## src/rtl/j1_io_pkg.sv

```systemverilog
// j1_io_pkg: shared constants and types for the J1 data-port I/O responder
//   - IO_PREFIX   : mem_addr[13:12] value selecting the top 4K-word I/O window
//   - OFF_*       : register offsets (mem_addr[2:0]) inside the window
//   - ST_*        : bit positions inside the STATUS register
//   - tx_state_t  : UART transmit serializer state encoding
package j1_io_pkg;

   localparam logic [1:0] IO_PREFIX = 2'b11;

   localparam logic [2:0] OFF_TXDATA   = 3'd0;
   localparam logic [2:0] OFF_STATUS   = 3'd1;
   localparam logic [2:0] OFF_RXDATA   = 3'd2;
   localparam logic [2:0] OFF_GPIO_OUT = 3'd3;
   localparam logic [2:0] OFF_GPIO_IN  = 3'd4;
   localparam logic [2:0] OFF_TICKS    = 3'd5;

   localparam int ST_TX_FULL    = 0;
   localparam int ST_TX_EMPTY   = 1;
   localparam int ST_RX_VALID   = 2;
   localparam int ST_RX_OVERRUN = 3;
   localparam int ST_TX_DROP    = 4;

   typedef enum logic [1:0] {
      TX_IDLE,
      TX_START,
      TX_DATA,
      TX_STOP
   } tx_state_t;

   function automatic logic in_io_window(input logic [13:0] addr);
      return addr[13:12] == IO_PREFIX;
   endfunction

endpackage

```

## src/rtl/j1_uart_tx.sv

```systemverilog
// j1_uart_tx: buffered 8N1 UART transmitter (byte FIFO + serializer + baud counter)
//   clk, reset : clock, synchronous active-high reset
//   i_push     : enqueue request for i_byte
//   i_byte     : byte to enqueue
//   o_full     : FIFO holds 2**TXFIFO_LOG2 bytes
//   o_empty    : FIFO empty and serializer idle
//   o_drop     : push this cycle is being discarded (FIFO full, no same-cycle pop)
//   o_level    : FIFO occupancy
//   o_txd      : registered serial output, idle high
module j1_uart_tx
   import j1_io_pkg::*;
#(
   parameter int CLK_DIV     = 217,
   parameter int TXFIFO_LOG2 = 4
) (
   input  logic                 clk,
   input  logic                 reset,
   input  logic                 i_push,
   input  logic [7:0]           i_byte,
   output logic                 o_full,
   output logic                 o_empty,
   output logic                 o_drop,
   output logic [TXFIFO_LOG2:0] o_level,
   output logic                 o_txd
);

   localparam int DEPTH = 1 << TXFIFO_LOG2;
   localparam int BW    = (CLK_DIV > 1) ? $clog2(CLK_DIV) : 1;
   localparam logic [BW-1:0] BAUD_LAST = BW'(CLK_DIV - 1);

   logic [7:0]             r_mem [DEPTH];
   logic [TXFIFO_LOG2:0]   r_wp, r_rp;
   tx_state_t              r_state, w_state_nxt;
   logic [BW-1:0]          r_baud, w_baud_nxt;
   logic [2:0]             r_bit, w_bit_nxt;
   logic [7:0]             r_shift, w_shift_nxt;
   logic                   r_txd, w_txd_nxt;
   logic                   w_pop, w_push_ok, w_baud_end, w_fifo_empty;

   // Pointers carry one extra bit so full and empty are distinguishable.
   assign o_level      = r_wp - r_rp;
   assign w_fifo_empty = (r_wp == r_rp);
   assign o_full       = (o_level == (TXFIFO_LOG2 + 1)'(DEPTH));
   assign o_empty      = w_fifo_empty & (r_state == TX_IDLE);
   assign w_baud_end   = (r_baud == BAUD_LAST);
   // A pop in the same cycle frees the slot the push needs.
   assign w_push_ok    = i_push & (~o_full | w_pop);
   assign o_drop       = i_push & ~w_push_ok;
   assign o_txd        = r_txd;

   always_comb begin
      w_state_nxt = r_state;
      w_baud_nxt  = w_baud_end ? '0 : r_baud + 1'b1;
      w_bit_nxt   = r_bit;
      w_shift_nxt = r_shift;
      w_pop       = 1'b0;
      case (r_state)
         TX_IDLE: begin
            w_baud_nxt = '0;
            w_pop      = ~w_fifo_empty;
         end
         TX_START: if (w_baud_end) begin
            w_state_nxt = TX_DATA;
            w_bit_nxt   = '0;
         end
         TX_DATA: if (w_baud_end) begin
            w_shift_nxt = r_shift >> 1;
            w_bit_nxt   = r_bit + 1'b1;
            if (r_bit == 3'd7) w_state_nxt = TX_STOP;
         end
         TX_STOP: if (w_baud_end) begin
            // Chaining straight into START keeps back-to-back frames gapless.
            w_pop       = ~w_fifo_empty;
            w_state_nxt = TX_IDLE;
         end
         default: w_state_nxt = TX_IDLE;
      endcase
      if (w_pop) begin
         w_state_nxt = TX_START;
         w_shift_nxt = r_mem[r_rp[TXFIFO_LOG2-1:0]];
         w_baud_nxt  = '0;
      end
      // Output is registered from next-state so the line never glitches.
      w_txd_nxt = (w_state_nxt == TX_START) ? 1'b0 :
                  (w_state_nxt == TX_DATA)  ? w_shift_nxt[0] : 1'b1;
   end

   always_ff @(posedge clk) begin
      if (reset) begin
         r_wp    <= '0;
         r_rp    <= '0;
         r_state <= TX_IDLE;
         r_baud  <= '0;
         r_bit   <= '0;
         r_shift <= '0;
         r_txd   <= 1'b1;
      end else begin
         r_state <= w_state_nxt;
         r_baud  <= w_baud_nxt;
         r_bit   <= w_bit_nxt;
         r_shift <= w_shift_nxt;
         r_txd   <= w_txd_nxt;
         if (w_push_ok) r_wp <= r_wp + 1'b1;
         if (w_pop) r_rp <= r_rp + 1'b1;
      end
   end

   always_ff @(posedge clk) begin
      if (w_push_ok) r_mem[r_wp[TXFIFO_LOG2-1:0]] <= i_byte;
   end

endmodule

```

## src/rtl/j1_io_responder.sv

```systemverilog
// j1_io_responder: J1 data-port I/O responder for the top 4K-word window
//   Optional build macro: J1IO_TICK_EN (adds the 16-bit TICKS counter at offset 5)
//   clk, reset   : clock, synchronous active-high reset
//   mem_addr     : word address from the core
//   mem_wr       : write strobe from the core
//   dout         : write data from the core
//   io_sel       : address falls inside the I/O window
//   io_din       : combinational read data for mem_addr
//   uart_txd     : serial transmit line, idle high
//   rx_byte      : byte from the external UART receiver
//   rx_strobe    : one-cycle valid for rx_byte
//   gpio_out     : GPIO output register
//   gpio_in      : asynchronous GPIO inputs
module j1_io_responder
   import j1_io_pkg::*;
#(
   parameter int CLK_DIV     = 217,
   parameter int TXFIFO_LOG2 = 4,
   parameter int GPIO_W      = 8
) (
   input  logic              clk,
   input  logic              reset,
   input  logic [13:0]       mem_addr,
   input  logic              mem_wr,
   input  logic [15:0]       dout,
   output logic              io_sel,
   output logic [15:0]       io_din,
   output logic              uart_txd,
   input  logic [7:0]        rx_byte,
   input  logic              rx_strobe,
   output logic [GPIO_W-1:0] gpio_out,
   input  logic [GPIO_W-1:0] gpio_in
);

   logic [2:0]             w_off;
   logic                   w_we, w_ack;
   logic                   w_tx_full, w_tx_empty, w_tx_drop;
   logic [TXFIFO_LOG2:0]   w_tx_level;
   logic [15:0]            w_rdata;
   logic                   w_unused;
   logic [GPIO_W-1:0]      r_gpio_out, r_gpio_sync1, r_gpio_sync2;
   logic [7:0]             r_rx_hold;
   logic                   r_rx_valid, r_rx_over, r_tx_drop;

   assign io_sel   = in_io_window(mem_addr);
   assign w_off    = mem_addr[2:0];
   assign w_we     = mem_wr & io_sel;
   assign w_ack    = w_we & (w_off == OFF_RXDATA);
   assign gpio_out = r_gpio_out;
   assign w_unused = ^{mem_addr[11:3], dout};

   j1_uart_tx #(
      .CLK_DIV     (CLK_DIV),
      .TXFIFO_LOG2 (TXFIFO_LOG2)
   ) u_tx (
      .clk     (clk),
      .reset   (reset),
      .i_push  (w_we & (w_off == OFF_TXDATA)),
      .i_byte  (dout[7:0]),
      .o_full  (w_tx_full),
      .o_empty (w_tx_empty),
      .o_drop  (w_tx_drop),
      .o_level (w_tx_level),
      .o_txd   (uart_txd)
   );

`ifdef J1IO_TICK_EN
   logic [15:0] r_ticks;
   // A clearing write takes priority over the free-running increment.
   always_ff @(posedge clk) begin
      if (reset) r_ticks <= '0;
      else r_ticks <= (w_we && w_off == OFF_TICKS) ? '0 : r_ticks + 1'b1;
   end
`endif

   always_ff @(posedge clk) begin
      if (reset) begin
         r_gpio_out   <= '0;
         r_gpio_sync1 <= '0;
         r_gpio_sync2 <= '0;
         r_rx_hold    <= '0;
         r_rx_valid   <= 1'b0;
         r_rx_over    <= 1'b0;
         r_tx_drop    <= 1'b0;
      end else begin
         r_gpio_sync1 <= gpio_in;
         r_gpio_sync2 <= r_gpio_sync1;
         if (w_we && w_off == OFF_GPIO_OUT) r_gpio_out <= dout[GPIO_W-1:0];
         if (w_tx_drop) r_tx_drop <= 1'b1;
         else if (w_we && w_off == OFF_STATUS) r_tx_drop <= 1'b0;
         // Ack is applied before a same-cycle capture, so capture+ack leaves a clean valid byte.
         r_rx_valid <= rx_strobe | (r_rx_valid & ~w_ack);
         r_rx_over  <= ~w_ack & (r_rx_over | (rx_strobe & r_rx_valid));
         if (rx_strobe) r_rx_hold <= rx_byte;
      end
   end

   always_comb begin
      w_rdata = '0;
      case (w_off)
         OFF_TXDATA:   w_rdata = 16'(w_tx_level);
         OFF_STATUS: begin
            w_rdata[ST_TX_FULL]    = w_tx_full;
            w_rdata[ST_TX_EMPTY]   = w_tx_empty;
            w_rdata[ST_RX_VALID]   = r_rx_valid;
            w_rdata[ST_RX_OVERRUN] = r_rx_over;
            w_rdata[ST_TX_DROP]    = r_tx_drop;
         end
         OFF_RXDATA:   w_rdata = {8'h00, r_rx_hold};
         OFF_GPIO_OUT: w_rdata = 16'(r_gpio_out);
         OFF_GPIO_IN:  w_rdata = 16'(r_gpio_sync2);
`ifdef J1IO_TICK_EN
         OFF_TICKS:    w_rdata = r_ticks;
`endif
         default:      w_rdata = '0;
      endcase
   end

   assign io_din = io_sel ? w_rdata : '0;

endmodule

```

## config.mk

```make
export PLATFORM = sky130hd
export DESIGN_NAME = j1_io_responder
export DESIGN_NICKNAME = d
export VERILOG_FILES = /design/src/rtl/j1_io_pkg.sv /design/src/rtl/j1_uart_tx.sv /design/src/rtl/j1_io_responder.sv
export SDC_FILE = /design/constraint.sdc
export NUM_CORES = 1
export LEC_CHECK = 0
export CORE_MARGIN = 10
export CORE_UTILIZATION = 30
export CTS_BUF_LIST = sky130_fd_sc_hd__clkbuf_8
export CTS_CLUSTER_SIZE = 10
export DETAILED_ROUTE_END_ITERATION = 8
export PLACE_DENSITY = 0.6
export SYNTH_ARGS = -nofsm -noshare
export SYNTH_HDL_FRONTEND = slang
export SYNTH_SLANG_ARGS = --single-unit
```

## constraint.sdc

```tcl
create_clock -name clk -period 3.2 [get_ports clk]
set_input_delay 0.96 -clock clk [delete_from_list [all_inputs] [get_ports clk]]
set_output_delay 0.96 -clock clk [all_outputs]
set_load 0.02 [all_outputs]
```

Word-level counts from Yosys, hierarchy flattened --
Memories as Yosys holds them, arrays and structs flattened. A register that Yosys moved wholly into a read port is not among the register bits. Cells that the tools add are included.
Cells by class: bitwise gates (word level) 16, $lt $le $gt $ge 0, mux-type cells 25, add/sub/neg operators 5, divide/modulo/power cells 0, multiply operators 0, shift operators 0, reductions and logical operators 11, equal/unequal tests 16
Operators by type and width (count):
- 5-bit case mux with 5 select lines | 1
- 8-bit two-way mux | 3
- 16-bit two-way mux | 1
- 5-bit by 1-bit adder with 5-bit output, second input constant | 2
- 2-bit two-way mux | 5
- 1-bit AND | 9
- 3-bit case mux with 3 select lines | 1
- 8-bit by 1-bit adder with 8-bit output, second input constant | 1
- 2-bit == test, second input constant | 4
- 8-bit == test, second input constant | 1
- 4-bit two-way mux | 2
- 2-bit nonzero test | 4
- 1-bit two-way mux | 7
- 3-bit by 2-bit == test with 1-bit output, second input constant | 2
- 3-bit == test, second input constant | 2
- 3-bit two-way mux | 2
- 2-bit case mux with 3 select lines | 1
- 3-bit case mux with 2 select lines | 1
- 5-bit == test | 1
- 5-bit == test, second input constant | 1
- 5-bit subtractor | 1
- 2-bit by 1-bit == test with 1-bit output, second input constant | 2
- 2-bit by 1-bit inequality test with 1-bit output, second input constant | 2
- 1-bit NOT | 4
- other kinds (10) | 13
Word-level totals: output and inout bits 26, logic and storage cells 89, register bits 67, latch bits 0, memories kept 1, bits in writable memories 128, input port bits 50, memory bits (read-only) 0
Memory list:
- u_tx.r_mem | words 16, bits a word 8, rd ports 1, clocked after memory_dff 1, write ports 1, RTL line j1_uart_tx.sv:31 | logic [7:0] r_mem [DEPTH];

Depth between registers and ports, before layout --
depth in word-level cells 9, gate-level depth with buffers 10, mapped depth without buffers 9

Hierarchy --
Synthesis repeated with hierarchy kept, for this count alone.
Second synthesis, totals: cells, all modules 621, area total of the unflattened synthesis 8549.4 sq um
By module, submodules not included:
- j1_uart_tx | area an instance 6940.4 sq um, times used 1, cells an instance 451, seq. area each 4564.4 sq um
- j1_io_responder | area an instance 1609.0 sq um, times used 1, cells an instance 170, seq. area each 700.7 sq um

Worst setup path before layout --
No wires, ideal clock.
path kind register -> output, start register u_tx.r_wp[0], end output port io_din[0], cell stages (with the launch flop) 10, buffers on the path 0, data required time 2.240 ns, arrival time 2.358 ns, setup slack -0.118 ns, path through dfxtp_1 > inv_1 > ha_1 > fa_1 > nand2b_1 > a21oi_1 > xor2_1 > nor3_1 > a31oi_1 > o31ai_1
On the way: cells in the longest elaborated chain, start to end 4
RTL lines:
- start, declared | RTL line j1_uart_tx.sv:32 | logic [TXFIFO_LOG2:0] r_wp, r_rp;
- start signal, assigned | RTL line j1_uart_tx.sv:103 | if (w_push_ok) r_wp <= r_wp + 1'b1;
- 5-bit subtractor * | RTL line j1_uart_tx.sv:41 | assign o_level = r_wp - r_rp;
- 5-bit == test | RTL line j1_uart_tx.sv:43 | assign o_full = (o_level == (TXFIFO_LOG2 + 1)'(DEPTH));
- 5-bit case mux with 5 select lines * | RTL line j1_io_responder.sv:100 | case (w_off)
- 16-bit two-way mux * | RTL line j1_io_responder.sv:119 | assign io_din = io_sel ? w_rdata : '0;
- end, declared | RTL line j1_io_responder.sv:27 | output logic [15:0] io_din,
Mark *: on every way between the ends. The rest lies on a longest branch, timed or not.

Final worst setup path --
start register u_tx.r_wp[0], end output port io_din[4]
On the way: cells in the longest elaborated chain, start to end 3
RTL lines (RTL line):
- 5-bit subtractor | j1_uart_tx.sv:41
- 5-bit case mux with 5 select lines | j1_io_responder.sv:100
- 16-bit two-way mux | j1_io_responder.sv:119
No other way between the ends.

==> summary.md <==
| Metric | Value |
|---|---|
| Filler Cell Count | `2558` |
| Worst Tran Pin Value | `between 0.6 and 0.7 ns` |
| Antenna Nets Post-Route | `0` |
| Core Box Area | `0.0270 mm^2` |
| Total placed cells including tap cells | `~1000` |
| # port buffers | `50` |
| Count leader, synth | `edfxtp_1` |
| Mapped cell area | `between 0.008 and 0.009 mm^2` |
| Combinational family with the most area after synthesis | `multiplexers` |
| Final HPWL DP | `between 10000 and 15000 um` |
| Critical Path End | `io_din[4]` |
| FF/Latch Area | `approximately 0.0053 mm^2` |
| Total CTS buffers | `17` |
| Residual DRC | `0` |
| Worst reg2reg path startpoint | `u_tx.r_wp[0]$_SDFFE_PP0P_` |
| Lkg Pwr | `0.00355 uW` |
| Synth cell count leaders | `edfxtp_1 (128), dfxtp_1 (71), nor2_1 (58), mux4_2 (40), nand2_1 (32)` |
| CTS tree | `built` |
| Worst Setup End Kind | `output port` |
| Status | `finished with violations` |
| Tcrit/Tclk final | `111%` |
| Synth area leader | `edfxtp_1` |
| # setup viols final | `5` |
| VDD IR-drop max | `259 uV` |
| Area of the die | `0.0345 mm^2` |
| Global placer's final weighted congestion | `0.774` |
| EDFF count, synth | `approximately 130` |
| Worst R2R Path Depth | `12` |
| Area share of fa/ha/maj cells after synthesis | `2.83%` |
| Synth Area in Simple Gates | `10.4%` |
| GRT Total Usage | `10.7%` |
| Crit path from | `u_tx.r_wp[0]$_SDFFE_PP0P_` |
| Area Overhead vs Synth | `23.4%` |
| Non-Filler Instances | `1055` |
| First-pass GRT wire length | `around 28000 um` |
| Inserted Diodes | `0` |
| Minimum hold slack | `0.440 ns` |
| WP data required | `about 2.2 ns` |
| Footprint of the multi-input gates | `0.00287 mm^2` |
| P per Cell Area | `481 mW/mm^2` |
| Post-synthesis xor/xnor area fraction | `1.38%` |
| Overall Power | `4890 uW` |
| Wire length per cell | `~17 um` |
| IO Pins | `76` |
| Starting density of the core | `30.6%` |
| Average vias per placed instance | `4.64` |
| Nets | `769` |
| Worst-Skew Late Latency | `0.47 ns` |
| Clock H-tree levels | `4` |
| GR Overflow Total | `0` |
| Fin. Hold Viols | `0` |
| Highest Clock Rate | `283 MHz` |
| Yosys Warn Count | `0` |
| Worst setup SP type | `flip-flop` |
| Layout cells sized above 1 | `26.3%` |
| Yosys reg bits | `199` |
| Count of cell types in the netlist | `47` |
| Max Cap Viol | `0` |
| Vias in the first global route | `5015` |
| Root Driver | `clkbuf_8` |
| Post-synth ARST share | `0%` |
| Initial antenna violation count | `0` |
| Min-Delay Path Class | `reg2reg` |
| Mux cell area share after synthesis | `14.0%` |
| Worst slew margin | `57.6%` |
| CTS Buffer Depth | `2` |
| Crit path kind | `reg2out` |
| Failing checks | `negative setup slack` |
| Post-synthesis sequential area ratio | `a little under two thirds` |
| Pin count of the biggest net entering global routing | `33` |
| Final TNS setup | `-1.24 ns` |
| Worst R2R End | `u_tx.r_mem[9][3]$_DFFE_PP_` |
| Slew Limit Fails | `0` |
| Synth Area in Compound Gates | `between 4 and 5%` |
| 1st-iter DRT viols | `379` |
| Syn avg cell area | `about 14 um^2` |
| Post-synth top area share | `46.7%` |
| Clk sinks | `199` |
| Arrival time of the worst setup path | `2.58 ns` |
| Synth Instances | `581` |
| Ys flop type | `edfxtp_1` |
| Num rows | `60` |
| Total Routed Length | `17800 um` |
| Via count | `4899` |
| Ranking of synthesized cells by area | `edfxtp_1 (47%), dfxtp_1 (17%), mux4_2 (11%), mux2i_1 (2.7%), nor2_1 (2.6%)` |
| First-pass DRT Iterations | `5` |
| Die Y-Extent | `186 um` |
| Reg clk slew, reported paths | `0.11 ns` |
| Min Tclk post-route | `3.54 ns` |
| Crit path max fanout | `2` |
| Setup ws final | `-0.338 ns` |
| RSZ-0062 raised after global routing | `yes` |
| Worst-case clock skew | `0.0106 ns` |
| Chip width | `186 um` |
| R2R setup slack | `0.25 ns` |
## worst min path at each step
stage                                from                    endpoint  slack, ns  cells after the start
3_3_place_gp   r_gpio_sync1[6]$_SDFF_PP0_  r_gpio_sync2[6]$_SDFF_PP0_       0.42                      1
3_5_place_dp   r_gpio_sync1[6]$_SDFF_PP0_  r_gpio_sync2[6]$_SDFF_PP0_       0.42                      1
2_1_floorplan  r_gpio_sync1[0]$_SDFF_PP0_  r_gpio_sync2[0]$_SDFF_PP0_       0.41                      1
4_1_cts        r_gpio_sync1[0]$_SDFF_PP0_  r_gpio_sync2[0]$_SDFF_PP0_       0.44                      1
6_report       r_gpio_sync1[6]$_SDFF_PP0_  r_gpio_sync2[6]$_SDFF_PP0_       0.44                      1
5_1_grt        r_gpio_sync1[6]$_SDFF_PP0_  r_gpio_sync2[6]$_SDFF_PP0_       0.46                      1
## report_power, final
| group | switching (uW) | internal (uW) | total [uW] |
|---|---|---|---|
| logic | 278 | 284 | 562 |
| registers | 39.7 | 2800 | 2840 |
| clock network | 926 | 557 | 1480 |
| total | 1240 | 3640 | 4890 |
## registers in the layout, summed over array words and instances (netlist names), named ones only
name          count
u_tx.r_mem      128
gpio_out          8
r_gpio_sync1      8
r_gpio_sync2      8
r_rx_hold         8
u_tx.r_baud       8
u_tx.r_shift      8
u_tx.r_rp         5
u_tx.r_wp         5
u_tx.r_bit        3
u_tx.r_state      2
r_rx_over         1
r_rx_valid        1
r_tx_drop         1
u_tx.o_txd        1
## kinds of logic (layout without fill, tap and decap cells)
family	after synthesis	in the layout
fa+ha+maj	18	18
mux	65	65
xor+xnor	13	13
buf+inv	52	178
flops	199	199
compound gates	56	56
other cells	1	8
simple gates	177	177
## worst max-delay path: stages (launching register included)
cell	delay [ns]
dfxtp_2	0.34
inv_2	0.05
ha_4	0.15
fa_2	0.35
nand2b_4	0.16
a21oi_4	0.17
xor2_2	0.19
buf_4	0.15
o21ai_2	0.05
a222oi_1	0.27
nor2_1	0.07
buf_4	0.16
## layout by cell type, fill, tap and decap left out, drive strengths merged, types with 3 or more instances in the layout
| cell type | instances |
|---|---|
| nor3b | 3 |
| ha | 17 |
| a21oi | 26 |
| clkbuf | 19 |
| dfxtp | 71 |
| clkdlybuf4s50 | 37 |
| nand2 | 33 |
| mux4 | 40 |
| nand4 | 7 |
| and3 | 13 |
| nor2 | 58 |
| clkinv | 6 |
| o21ai | 9 |
| inv | 22 |
| mux2 | 3 |
| nand3 | 20 |
| edfxtp | 128 |
| nor2b | 22 |
| nor3 | 9 |
| xor2 | 8 |
| buf | 91 |
| a311oi | 6 |
| nand2b | 3 |
| or3 | 5 |
| xnor2 | 5 |
| conb | 8 |
| mux2i | 22 |
## cell type report
| cell class | count | area share [%] |
|---|---|---|
| clock buffers | 17 | 2.30 |
| clock inverters | 15 | 1.18 |
| inverters | 14 | 0.517 |
| multi-input cells | 337 | 28.2 |
| flip-flops and latches | 199 | 51.9 |
| well taps | 341 | 4.20 |
| repair buffers | 132 | 11.7 |
## routing by layer
metal / vias to the layer above / track usage, % / share of wire (%) / routed length (um)
met3: 15 / 2.67 / 4.4 / 778
met5: - / 0 / 0 / 0
met2: 87 / 16.6 / 46 / 8220
met1: 2413 / 14.3 / 48 / 8590
met4: 0 / 3.68 / 1.2 / 208
li1: 2384 / - / - / -
## stage by stage
step | utilization [%] | setup slack, ns | area, um^2
global placement | 35.8 | -0.664 | 9660
detailed placement | 35.8 | -0.632 | 9660
finish | 37.7 | -0.338 | 10200
CTS | 37.5 | -0.400 | 10100
floorplan | - | -0.0960 | 8270
global route | 37.7 | -0.510 | 10200
## repair_timing
item                       CTS  global route
setup buffers                4             4
gates resized for setup     67            13
pin swaps                   12            10
setup endpoints to repair    9             9
hold buffers                 0             0
Power figures use the tool's default switching activity.
